--- config.mk ---
export PLATFORM = sky130hd
export DESIGN_NAME = shift_sequencer
export DESIGN_NICKNAME = d
export VERILOG_FILES = /design/src/rtl/shift_sequencer.sv
export SDC_FILE = /design/constraint.sdc
export NUM_CORES = 1
export LEC_CHECK = 0
export ABC_AREA = 1
export BUFFER_PORTS_ARGS = -buffer_cell sky130_fd_sc_hd__buf_2
export CORE_ASPECT_RATIO = 2
export CORE_UTILIZATION = 40
export CTS_BUF_LIST = sky130_fd_sc_hd__clkbuf_16
export DETAILED_ROUTE_END_ITERATION = 6
export SYNTH_ARGS = -nofsm -noshare
export SYNTH_HDL_FRONTEND = slang
export SYNTH_SLANG_ARGS = --single-unit
--- constraint.sdc ---
create_clock -name clk -period 2.2 [get_ports clk]
set_input_delay 0.33 -clock clk [delete_from_list [all_inputs] [get_ports clk]]
set_output_delay 0.33 -clock clk [all_outputs]
set_load 0.02 [all_outputs]
--- src/rtl/shift_sequencer.sv ---
// Serial shifter: applies one bit-position of SRL/SLL/SRA/ROR per clock to an
// accumulator, under a start/busy/done handshake with back-to-back acceptance.
module shift_sequencer #(
  parameter int unsigned N   = 8,
  parameter int unsigned SHW = $clog2(N)
) (
  input  logic           clk,
  input  logic           rst_n,
  input  logic           start,
  input  logic [1:0]     op,
  input  logic [N-1:0]   din,
  input  logic [SHW-1:0] shamt,
  output logic           busy,
  output logic           done,
  output logic [N-1:0]   dout
);

  typedef enum logic [1:0] {
    IDLE  = 2'd0,
    SHIFT = 2'd1,
    DONE  = 2'd2
  } state_t;

  state_t         state_q, state_d;
  logic [N-1:0]   acc_q, acc_d;
  logic [SHW-1:0] cnt_q, cnt_d;
  logic [1:0]     op_q, op_d;
  logic [N-1:0]   dout_q, dout_d;
  logic           done_q, done_d;
  logic [N-1:0]   step_val;

  always_comb begin
    step_val = acc_q;
    unique case (op_q)
      2'b00: step_val = {1'b0, acc_q[N-1:1]};
      2'b01: step_val = {acc_q[N-2:0], 1'b0};
      2'b10: step_val = {acc_q[N-1], acc_q[N-1:1]};
      2'b11: step_val = {acc_q[0], acc_q[N-1:1]};
      default: step_val = acc_q;
    endcase
  end

  always_comb begin
    state_d = state_q;
    acc_d   = acc_q;
    cnt_d   = cnt_q;
    op_d    = op_q;
    dout_d  = dout_q;
    done_d  = 1'b0;
    case (state_q)
      IDLE, DONE: begin
        if (start) begin
          acc_d   = din;
          cnt_d   = shamt;
          op_d    = op;
          state_d = SHIFT;
        end else begin
          state_d = IDLE;
        end
      end
      SHIFT: begin
        // The cnt == 0 cycle only publishes the result; no shift happens here.
        if (cnt_q != '0) begin
          acc_d = step_val;
          cnt_d = cnt_q - SHW'(1);
        end else begin
          dout_d  = acc_q;
          done_d  = 1'b1;
          state_d = DONE;
        end
      end
      default: state_d = IDLE;
    endcase
  end

  always_ff @(posedge clk or negedge rst_n) begin
    if (!rst_n) begin
      state_q <= IDLE;
      acc_q   <= '0;
      cnt_q   <= '0;
      op_q    <= '0;
      dout_q  <= '0;
      done_q  <= 1'b0;
    end else begin
      state_q <= state_d;
      acc_q   <= acc_d;
      cnt_q   <= cnt_d;
      op_q    <= op_d;
      dout_q  <= dout_d;
      done_q  <= done_d;
    end
  end

  assign busy = (state_q == SHIFT);
  assign done = done_q;
  assign dout = dout_q;

endmodule

Word-level counts from Yosys, hierarchy flattened

Cells that the tools add are included.

Flip-flop bits (word level): 24
Input port bits: 16
Output and inout bits: 10
Word-level logic and storage cells: 39

Add/sub/neg operators: 1
Equality and inequality tests: 9
Mux-type cells: 12
Bitwise operators: 1
Reduce and logical (&&, ||, !) cells: 9

Operators with widths:

| cell                  | count |
|---|---|
| $pmux W8 S4           | 1 |
| $mux W8               | 2 |
| $pmux W8 S2           | 1 |
| $eq A2 B2 Y1 const B  | 3 |
| $mux W3               | 2 |
| $ne A2 B2 Y1 const B  | 3 |
| $pmux W3 S2           | 1 |
| $eq A2 B1 Y1 const B  | 2 |
| $logic_not A2 Y1      | 2 |
| $pmux W2 S2           | 1 |
| $reduce_and A2 Y1     | 2 |
| $reduce_and A4 Y1     | 1 |
| $mux W1               | 3 |
| $reduce_and A3 Y1     | 1 |
| $reduce_bool A3 Y1    | 1 |
| $sub A3 B1 Y3 const B | 1 |
| $mux W2               | 1 |
| $ne A2 B1 Y1 const B  | 1 |
| $reduce_bool A2 Y1    | 1 |
| $reduce_or A2 Y1      | 1 |
| $not A1 Y1            | 1 |

Longest topological paths before layout

Gate-level depths: netlist (run 1).

Depth in word-level cells: 4
Gate-level depth with buffers: 8
Gate-level depth less buffers: 8

Worst setup path after synthesis (run 1)

Ideal clock, no wire load.

Path type: reg-to-reg
Start: register cnt_q[0]
End: register dout_q[2], in the netlist dout[2]
Library setup time: 0.118 ns
Arrival time: 1.062 ns
Required time: 2.082 ns
Slack: 1.020 ns
Cell stages (with the launch flop): 8
Path buffers: 1
Period minus slack after synthesis: 1.180 ns
Cells stage by stage: dfrtp_1 inv_1 ha_1 nand2_1 nand2_4 nand2_2 buf_6 o21ai_2

Word-level cells in the longest chain between the ends: 3

Ends and longest elaborated chain:

| item                        | RTL line | text |
|---|---|---|
| start, declared             | 26       | `logic [SHW-1:0] cnt_q, cnt_d;` |
| start signal, assigned      | 87       | `cnt_q <= cnt_d;` |
| $reduce_bool A3 Y1          | 63       | `if (cnt_q != '0) begin` |
| $not A1 Y1 (no line)        | -        |  |
| $reduce_and A2 Y1 (no line) | -        |  |
| end signal, assigned        | 89       | `dout_q <= dout_d;` |
| end, declared               | 28       | `logic [N-1:0] dout_q, dout_d;` |

Every way passes these cells.
A chain may end at the register's enable or synchronous reset.

Final worst setup path (run 1)

Start: register state_q[1]
End: output port busy

Word-level cells in the longest chain between the ends: 1

Ends and longest elaborated chain:

| item                   | RTL line | text |
|---|---|---|
| start, declared        | 24       | `state_t state_q, state_d;` |
| start signal, assigned | 85       | `state_q <= state_d;` |
| $eq A2 B1 Y1           | 94       | `assign busy = (state_q == SHIFT);` |
| end, declared          | 13       | `output logic busy,` |

Every way passes these cells.

==> flow_summary.ini, run 1 <==
[yosys]
synth.yosys.seq_area_share_pct = 48.0
synth_cell_type_count = 17
syn_avg_cell_area_um2 = 7.86
synth-warning-count = 0
synthCells = 159
synth_seq_cells = 24
syn-num-nets = 177
synth_area_um2 = 1250

[pwr]
leakagePower_nw = 0.822
irDropWorstVdd_v = 0.000619
powerDensity_nw_per_um2 = 1610

[floorplan]
rows = 28
dieHeight_um = 81.1
initial_core_util_pct = 42.0
die_w_um = 41.5
die_area_um2 = 3370
coreArea_um2 = 2980
ios = 26

[clock_tree]
cts_max_level = 1
cts_tree = yes
cts_buffer_depth = 2
root_buffer = clkbuf_16
clock-sinks = 24
insertion_delay_ns = 0.25
ctsHoldBuffers = 0
numCtsBuffers = 3
cts.clk_slew.worst_paths_ns = 0.06
cts.repair.resized = 0
cts_setup_buffers = 0

[global_route]
grtUsageTotal_pct = 15.8
grt_remaining_overflow = 0
grt_max_degree = 25
grt_pass1_wl_mm = 4.14
grt_pass1_vias = 1004
antenna_found_initial = 0

[route]
vias = 997
drc_errors = 0
dr.pass1.iters = 4
via_per_inst = 4.68
ant_nets = 0
avgRoutedWirePerCell_um = 11.0
routed_wl_mm = 2.35
drtIter0Drc = 23

[worst_setup_path]
slowest_stage = dfrtp_1
cp_data_arrival_time_ns = 1.21
path_class = flip-flop to output port
worstPathCellList = nor2_4 > buf_2
critPathMaxStageDelay_ns = 0.42
critPathLaunchType = flip-flop
path_max_fanout = 12
crit_required_ns = 1.87
cp-end-kind = output port

[final_layout]
n_fill_cell = 304
layout_commonest_cell = nand2_1
final_cell_mix = 69 x nand2_1, 25 x buf_2, 24 x dfrtp_1
multiInputGateArea_um2 = 532
instances_no_fill = 213
diodes = 0
area_growth_pct = 15.9
regArea_um2 = 601
final_nets = 202
drive_gt1_share_pct = 21.9

[timing]
hold_viol_final = 0
finalSetupViolCount = 0
grt_setup_unrepaired = false
slew-limit-headroom_pct = 64.3
clock_skew_ns = 0.00151
max_freq_mhz = 649
worst_slew_pin_slew_ns = 0.535
hold_slack_ns = 0.0496
drv_slew = 0
min_period_ns = 1.54
period_share_pct = 70.0
tns_ns = 0
layout_setup_ws_ns = 0.659

[place]
pre_cts_ws_ns = 0.790
hpwl_mm = 1.85
place.gp.congestion = 0.761
placedCellCount = 209
place.port_buffers = 25

[job]
cap_violations = 0

[run_status]
status = finished clean

[hold_path]
holdCritPathClass = primary input to asynchronous set/reset pin
-- routing by layer --
| metal | part of all wire [%] | global-route usage, % |
|---|---|---|
| met5 | 0 | 0 |
| met4 | 1.5 | 8.06 |
| met3 | 2.9 | 2.22 |
| met2 | 53 | 28.0 |
| met1 | 43 | 18.2 |
-- power breakdown --
group / leakage [nW] / total (W) / internal (W) / switching [W]
clock: 0.0385 / 0.000393 / 0.000243 / 0.000150
sequential: 0.300 / 0.000778 / 0.000653 / 0.000125
combinational: 0.483 / 0.00117 / 0.000384 / 0.000784
total: 0.822 / 0.00234 / 0.00128 / 0.00106
-- logic make-up after synthesis --
family	share of synthesized area, %
compound gates	9.21
xor+xnor	0.701
fa+ha+maj	2.00
buf+inv	9.41
flops	48.0
simple gates	30.6
-- synthesized netlist by cell type --
cell type | count | area, µm²
a21oi_1 | 1 | 5.00
nand2_1 | 69 | 259
o21ai_0 | 8 | 40.0
ha_1 | 2 | 25.0
dfrtp_1 | 24 | 601
buf_4 | 2 | 15.0
inv_1 | 20 | 75.1
buf_2 | 1 | 5.00
nor2_4 | 1 | 11.3
nor2_1 | 2 | 7.51
or2_0 | 1 | 6.26
xnor2_1 | 1 | 8.76
o21ai_2 | 8 | 70.1
nand3_1 | 14 | 70.1
nand2_2 | 1 | 6.26
buf_6 | 2 | 22.5
nand2_4 | 2 | 22.5
-- through the flow --
stage / total power (W) / util (%) / cell area (µm²)
after floorplan: 0.00177 / - / 1250
after global placement: 0.00196 / 46.0 / 1370
after detailed placement: 0.00198 / 46.0 / 1370
after CTS: 0.00238 / 48.7 / 1450
after global routing: 0.00257 / 48.7 / 1450
final: 0.00234 / 48.7 / 1450
-- state kept, by name (all words and copies together), names as in the netlist --
name	cells
acc_q	8
cnt_q	3
done	1
dout	8
op_q	2
state_q	2
-- worst paths after layout --
check | startpoint | end | slack, ns | cells after the start
worst max-delay path | state_q[1] | busy | 0.66 | 2
worst min-delay path | rst_n | state_q[1] | 0.05 | 1
worst max register to register | state_q[1] | dout[7] | 0.79 | 5
worst min register to register | dout[4] | dout[4] | 0.48 | 2
max in group asynchronous | rst_n | cnt_q[2] | 1.79 | 1
min in group clk | op[1] | op_q[1] | 0.28 | 3
-- final cells by class --
| class | count | area share, % |
|---|---|---|
| Inverter | 20 | 5.18 |
| Multi-Input combinational cell | 110 | 36.7 |
| Tap cell | 30 | 2.59 |
| Sequential cell | 24 | 41.5 |
| Clock inverter | 1 | 0.259 |
| Timing Repair Buffer | 25 | 8.64 |
| Clock buffer | 3 | 5.18 |
-- critical path, delay by kind of cell (launching register included) --
| kind | cells | cell delay (ns) |
|---|---|---|
| buf+inv | 1 | 0.23 |
| flops | 1 | 0.42 |
| simple gates | 1 | 0.30 |
Note: power is estimated with default switching activity, not from simulation.
==> run 2: changes to the inputs <==
==> constraint.sdc (replaced) <==
create_clock -name clk -period 1.3 [get_ports clk]
set_input_delay 0.195 -clock clk [delete_from_list [all_inputs] [get_ports clk]]
set_output_delay 0.195 -clock clk [all_outputs]
set_load 0.02 [all_outputs]
==> run 2 against run 1 <==
Net effect: sequential share of layout area is 5.5 points lower; flip-flop and latch count stayed put; clock power is 68% higher; total power is 110% higher; cell count is 8.0% higher; highest routed layer unchanged; largest power group unchanged.
==> flow_summary.ini, run 2 (synthesized netlist as in run 1, its figures left out) <==
[run_status]
status = finished clean

[final_layout]
layout_commonest_cell = nand2_1
drive_gt1_share_pct = 35.0
final_nets = 219
area_growth_pct = 33.8
final_cell_mix = 59 x nand2_1, 24 x dfrtp_1, 24 x buf_2
diodes = 0

[worst_setup_path]
cp_data_arrival_time_ns = 1.43
cp-end-kind = flip-flop
path_class = flip-flop to flip-flop
critPathLaunchType = flip-flop
crit_required_ns = 1.45
path_max_fanout = 7
r2r_cells = 7

[clock_tree]
insertion_delay_ns = 0.26
numCtsBuffers = 3
cts_max_level = 1
cts.clk_slew.worst_paths_ns = 0.06
clock-sinks = 24
root_buffer = clkbuf_16
cts_buffer_depth = 2
cts_tree = yes

[global_route]
grt_pass1_wl_mm = 4.35
grt_max_degree = 25
antenna_found_initial = 0
grt_pass1_vias = 1044
grtUsageTotal_pct = 16.7
grt_remaining_overflow = 0

[floorplan]
die_area_um2 = 3370
rows = 28
coreArea_um2 = 2980
initial_core_util_pct = 42.0
dieHeight_um = 81.1
die_w_um = 41.5
ios = 26

[pwr]
powerDensity_nw_per_um2 = 2880
irDropWorstVdd_v = 0.00132
leakagePower_nw = 0.916
seqPwrFrac_pct = 27.6
p_switching_w = 0.00212
p_comb_share_pct = 58.7
internal_power_w = 0.00269
power_switching_share_pct = 44.0
p_total_w = 0.00481
pwr-share-clk_pct = 13.7

[timing]
layout_setup_ws_ns = 0.0182
finalSetupViolCount = 0
period_share_pct = 98.6
drv_slew = 0
clock_skew_ns = 0.00598
worst_slew_pin_slew_ns = 0.530
tns_ns = 0
hold_slack_ns = 0.148
grt_setup_unrepaired = true
hold_viol_final = 0
max_freq_mhz = 780
slew-limit-headroom_pct = 64.6
min_period_ns = 1.28

[route]
ant_nets = 0
drt-met1-wl_mm = 1.06
top_layer_used = met4
via_per_inst = 4.84
routed_wl_mm = 2.75
drtIter0Drc = 27
dr_wl_met2_mm = 1.54
drc_errors = 0
vias = 1114
dr.pass1.iters = 4
wl_met3_um = 71
avgRoutedWirePerCell_um = 11.9

[place]
hpwl_mm = 1.96
pre_cts_ws_ns = 0.0223
place.gp.congestion = 0.734
place.port_buffers = 25

[hold_path]
min_path_cells = 3
holdCritPathClass = primary input to flip-flop

[job]
cap_violations = 0
run 2: changes by cell type in the layout (fill, tap and decap cells not counted), sizes merged:
cell / delta
dlygate4sd3: +1
buf: +15
inv: -1
nand2: +1
clkinvlp: +1
run 2: metrics by stage:
stage	util, %	cell area [µm²]	std cells
global placement	48.2	1440	216
finish	56.2	1670	230
detailed placement	48.2	1440	216
global route	56.2	1670	230
floorplan	-	1250	159
CTS	52.1	1550	224
run 2: what timing repair did:
action | in CTS | in global routing
setup endpoints to repair | 1 | 18
pin swaps | 1 | 6
hold buffers | 1 | 0
hold endpoints to repair | 24 | 0
gates resized for setup | 2 | 20
buffers inserted | 3 | 5
cloned | 0 | 1
run 2: area by class of cell:
cell class,instances,area [µm²]
Clock buffer,3,75.1
Clock inverter,1,3.75
Fill cell,275,1310
Inverter,20,78.8
Multi-Input combinational cell,111,603
Sequential cell,24,601
Tap cell,30,37.5
Timing Repair Buffer,41,274
run 2: path summary, 6_finish.rpt:
check | startpoint | to | slack (ns)
worst max register to register | state_q[1] | acc_q[4] | 0.02
worst max-delay path | state_q[1] | acc_q[4] | 0.02
max in group asynchronous | rst_n | dout[4] | 0.49
min in group asynchronous | rst_n | op_q[1] | 0.45
worst min register to register | dout[0] | dout[0] | 0.47
worst min-delay path | op[0] | op_q[0] | 0.15
run 2: metal layers:
layer | vias to the layer above | global-route usage, %
li1 | 574 | -
met1 | 501 | 17.7
met2 | 31 | 31.4
met3 | 8 | 2.00
met4 | 0 | 8.71
met5 | - | 0
run 2: power by group through the flow:
| stage | Combinational (W) | Clock, W | Sequential, W |
|---|---|---|---|
| final | 0.00283 | 0.000661 | 0.00133 |
| after global routing | 0.00315 | 0.000709 | 0.00136 |
| after CTS | 0.00240 | 0.000678 | 0.00131 |
| after detailed placement | 0.00228 | 0 | 0.00132 |
| after global placement | 0.00223 | 0 | 0.00131 |
| after floorplan | 0.00158 | 0 | 0.00141 |
run 2: critical path, stage by stage, from the launching register on:
cell	delay, ns
dfrtp_1	0.42
nor2_4	0.16
buf_6	0.14
nand2_8	0.07
nand2_8	0.07
clkinvlp_4	0.16
nand2_1	0.10
nand2_1	0.05
==> run 3: changes to the inputs <==
--- a/config.mk
+++ b/config.mk
@@ -5,7 +5,6 @@
 export SDC_FILE = /design/constraint.sdc
 export NUM_CORES = 1
 export LEC_CHECK = 0
-export ABC_AREA = 1
 export BUFFER_PORTS_ARGS = -buffer_cell sky130_fd_sc_hd__buf_2
 export CORE_ASPECT_RATIO = 2
 export CORE_UTILIZATION = 40
==> run 3 against run 2 <==
Net effect: the flow now finishes with violations (negative setup slack); sequential share of layout area increased by 2.9 points; clock skew fell by 0.00069 ns; first-iteration DRC count is 63% lower; synthesized area fell by 7.4%; fmax fell by 8.4%; cell area shrank 7.4%; critical path type unchanged; largest power group unchanged; highest routed layer unchanged.
==> flow_summary.ini, run 3 <==
[run_status]
status = finished with violations
violations = negative setup slack

[worst_setup_path]
path_max_fanout = 4
r2r-start = cnt_q[0]
crit_required_ns = 1.44
setup.worst_path.start = cnt_q[0]
critPathLaunchType = flip-flop
path_class = flip-flop to flip-flop
cp_data_arrival_time_ns = 1.54
cp-end-kind = flip-flop

[clock_tree]
cts_buffer_depth = 2
insertion_delay_ns = 0.26
clock-sinks = 24
numCtsBuffers = 3
root_buffer = clkbuf_16
cts.clk_slew.worst_paths_ns = 0.06
cts_tree = yes
cts_max_level = 1

[yosys]
synthCells = 100
async_reset_ff_share_pct = 100
netlist_top_cells_count = 24 x dfrtp_1, 10 x mux2_2, 10 x nor2_1
synth_top_area_share_pct = 51.9
syn-num-nets = 118
dominantRegCellSynth = dfrtp_1
synth_area_um2 = 1160
synth.yosys.seq_area_share_pct = 51.9
syn_avg_cell_area_um2 = 11.6
synth_edf_count = 0
yosysTopAreaCell = dfrtp_1
synth-warning-count = 0
synth_seq_cells = 24
synthTopCellsByArea = dfrtp_1 52%, mux2_2 9.7%, mux2i_1 6.1%
synth_most_common_cell = dfrtp_1
synth_cell_type_count = 27

[timing]
slew-limit-headroom_pct = 63.9
clock_skew_ns = 0.00529
worst_slew_pin_slew_ns = 0.541
min_period_ns = 1.40
period_share_pct = 108
finalSetupViolCount = 17
hold_slack_ns = 0.153
drv_slew = 0
tns_ns = -0.861
hold_viol_final = 0
grt_setup_unrepaired = true
max_freq_mhz = 715
layout_setup_ws_ns = -0.0996

[global_route]
grt_pass1_wl_mm = 3.97
grt_remaining_overflow = 0
grt_max_degree = 25
antenna_found_initial = 0
grtUsageTotal_pct = 18.3
grt_pass1_vias = 937

[route]
via_per_inst = 5.09
drtIter0Drc = 10
routed_wl_mm = 2.37
dr.pass1.iters = 4
drc_errors = 0
vias = 865
ant_nets = 0
avgRoutedWirePerCell_um = 14.0

[pwr]
leakagePower_nw = 0.815
powerDensity_nw_per_um2 = 3000
p_total_w = 0.00465
irDropWorstVdd_v = 0.00172

[place]
hpwl_mm = 1.79
place.port_buffers = 25
placedCellCount = 164
place.gp.congestion = 0.757

[floorplan]
die_area_um2 = 3130
dieHeight_um = 78.1
ios = 26
coreArea_um2 = 2740
die_w_um = 40.0
initial_core_util_pct = 42.3
rows = 27

[final_layout]
area_growth_pct = 33.8
final_cell_mix = 24 x dfrtp_1, 24 x buf_2, 15 x buf_4
final_nets = 161
diodes = 0
instances_no_fill = 170
drive_gt1_share_pct = 46.1
utilization_pct = 56.6

[hold_path]
hp-start = op[0]
holdCritPathClass = primary input to flip-flop

[job]
cap_violations = 0
## run 3: changes by cell type after synthesis, sizes merged, moves of 4 or more
cell / delta
nor2: +8
mux2i: +7
nand3: -14
o21ai: -12
a21o: +6
a211oi: +6
mux2: +10
inv: -14
nand2: -68
a21oi: +4
## run 3: final timing paths
kind / cells after the start / end / slack (ns)
setup reg to reg: 6 / acc_q[7] / -0.1
max in group asynchronous: 2 / dout[7] / 0.48
min in group asynchronous: 2 / cnt_q[0] / 0.45
setup / recovery: 6 / acc_q[7] / -0.1
hold reg to reg: 1 / dout[6] / 0.50
hold / removal: 3 / op_q[0] / 0.15
## run 3: layout make-up
type / instances / area (µm²)
Clock buffer: 3 / 75.1
Fill cell: 245 / 1190
Inverter: 6 / 25.0
Multi-Input combinational cell: 65 / 536
Sequential cell: 24 / 601
Tap cell: 29 / 36.3
Timing Repair Buffer: 43 / 277
## run 3: worst max-delay path, stage by stage, from the launching register on
cell      delay, ns
dfrtp_1        0.37
inv_2          0.06
ha_4           0.16
nand2b_4       0.11
a21oi_4        0.08
a31oi_1        0.16
mux2_2         0.35
## run 3: per-layer routing
layer | track usage [%] | routed length [µm]
met1 | 21.2 | 906
met2 | 29.8 | 1340
met3 | 3.67 | 68
met4 | 8.97 | 53
met5 | 0 | 0
## run 3: power by group
part | leakage [nW] | switching, W | internal (W)
Clock | 0.0370 | 0.000245 | 0.000407
Combinational | 0.483 | 0.00126 | 0.00136
Sequential | 0.295 | 0.000249 | 0.00113
## run 3: kinds of logic (layout without fill, tap and decap cells)
group	Yosys count	after routing	share of synthesized area [%]
buffers and inverters	11	52	5.08
muxes	17	17	15.8
DFF	24	24	51.9
adders and majority gates	2	2	2.16
and+or+nand+nor	21	21	10.4
AOI/OAI and AO/OA	24	24	13.9
xor gates and xnor gates	1	1	0.757
## run 3: what timing repair did
| action | CTS | global route |
|---|---|---|
| cloned | 0 | 0 |
| endpoints found under the hold margin | 24 | 0 |
| setup endpoints to repair | 19 | 19 |
| setup buffers | 0 | 2 |
| pin swaps | 1 | 2 |
| hold buffers | 1 | 0 |
| resized for setup | 7 | 3 |
## run 3: per-stage QoR
stage | area [µm²] | setup slack, ns
floorplan | 1170 | -0.0129
global placement | 1410 | -0.0804
detailed placement | 1410 | -0.107
CTS | 1520 | -0.104
global route | 1550 | -0.164
finish | 1550 | -0.0996
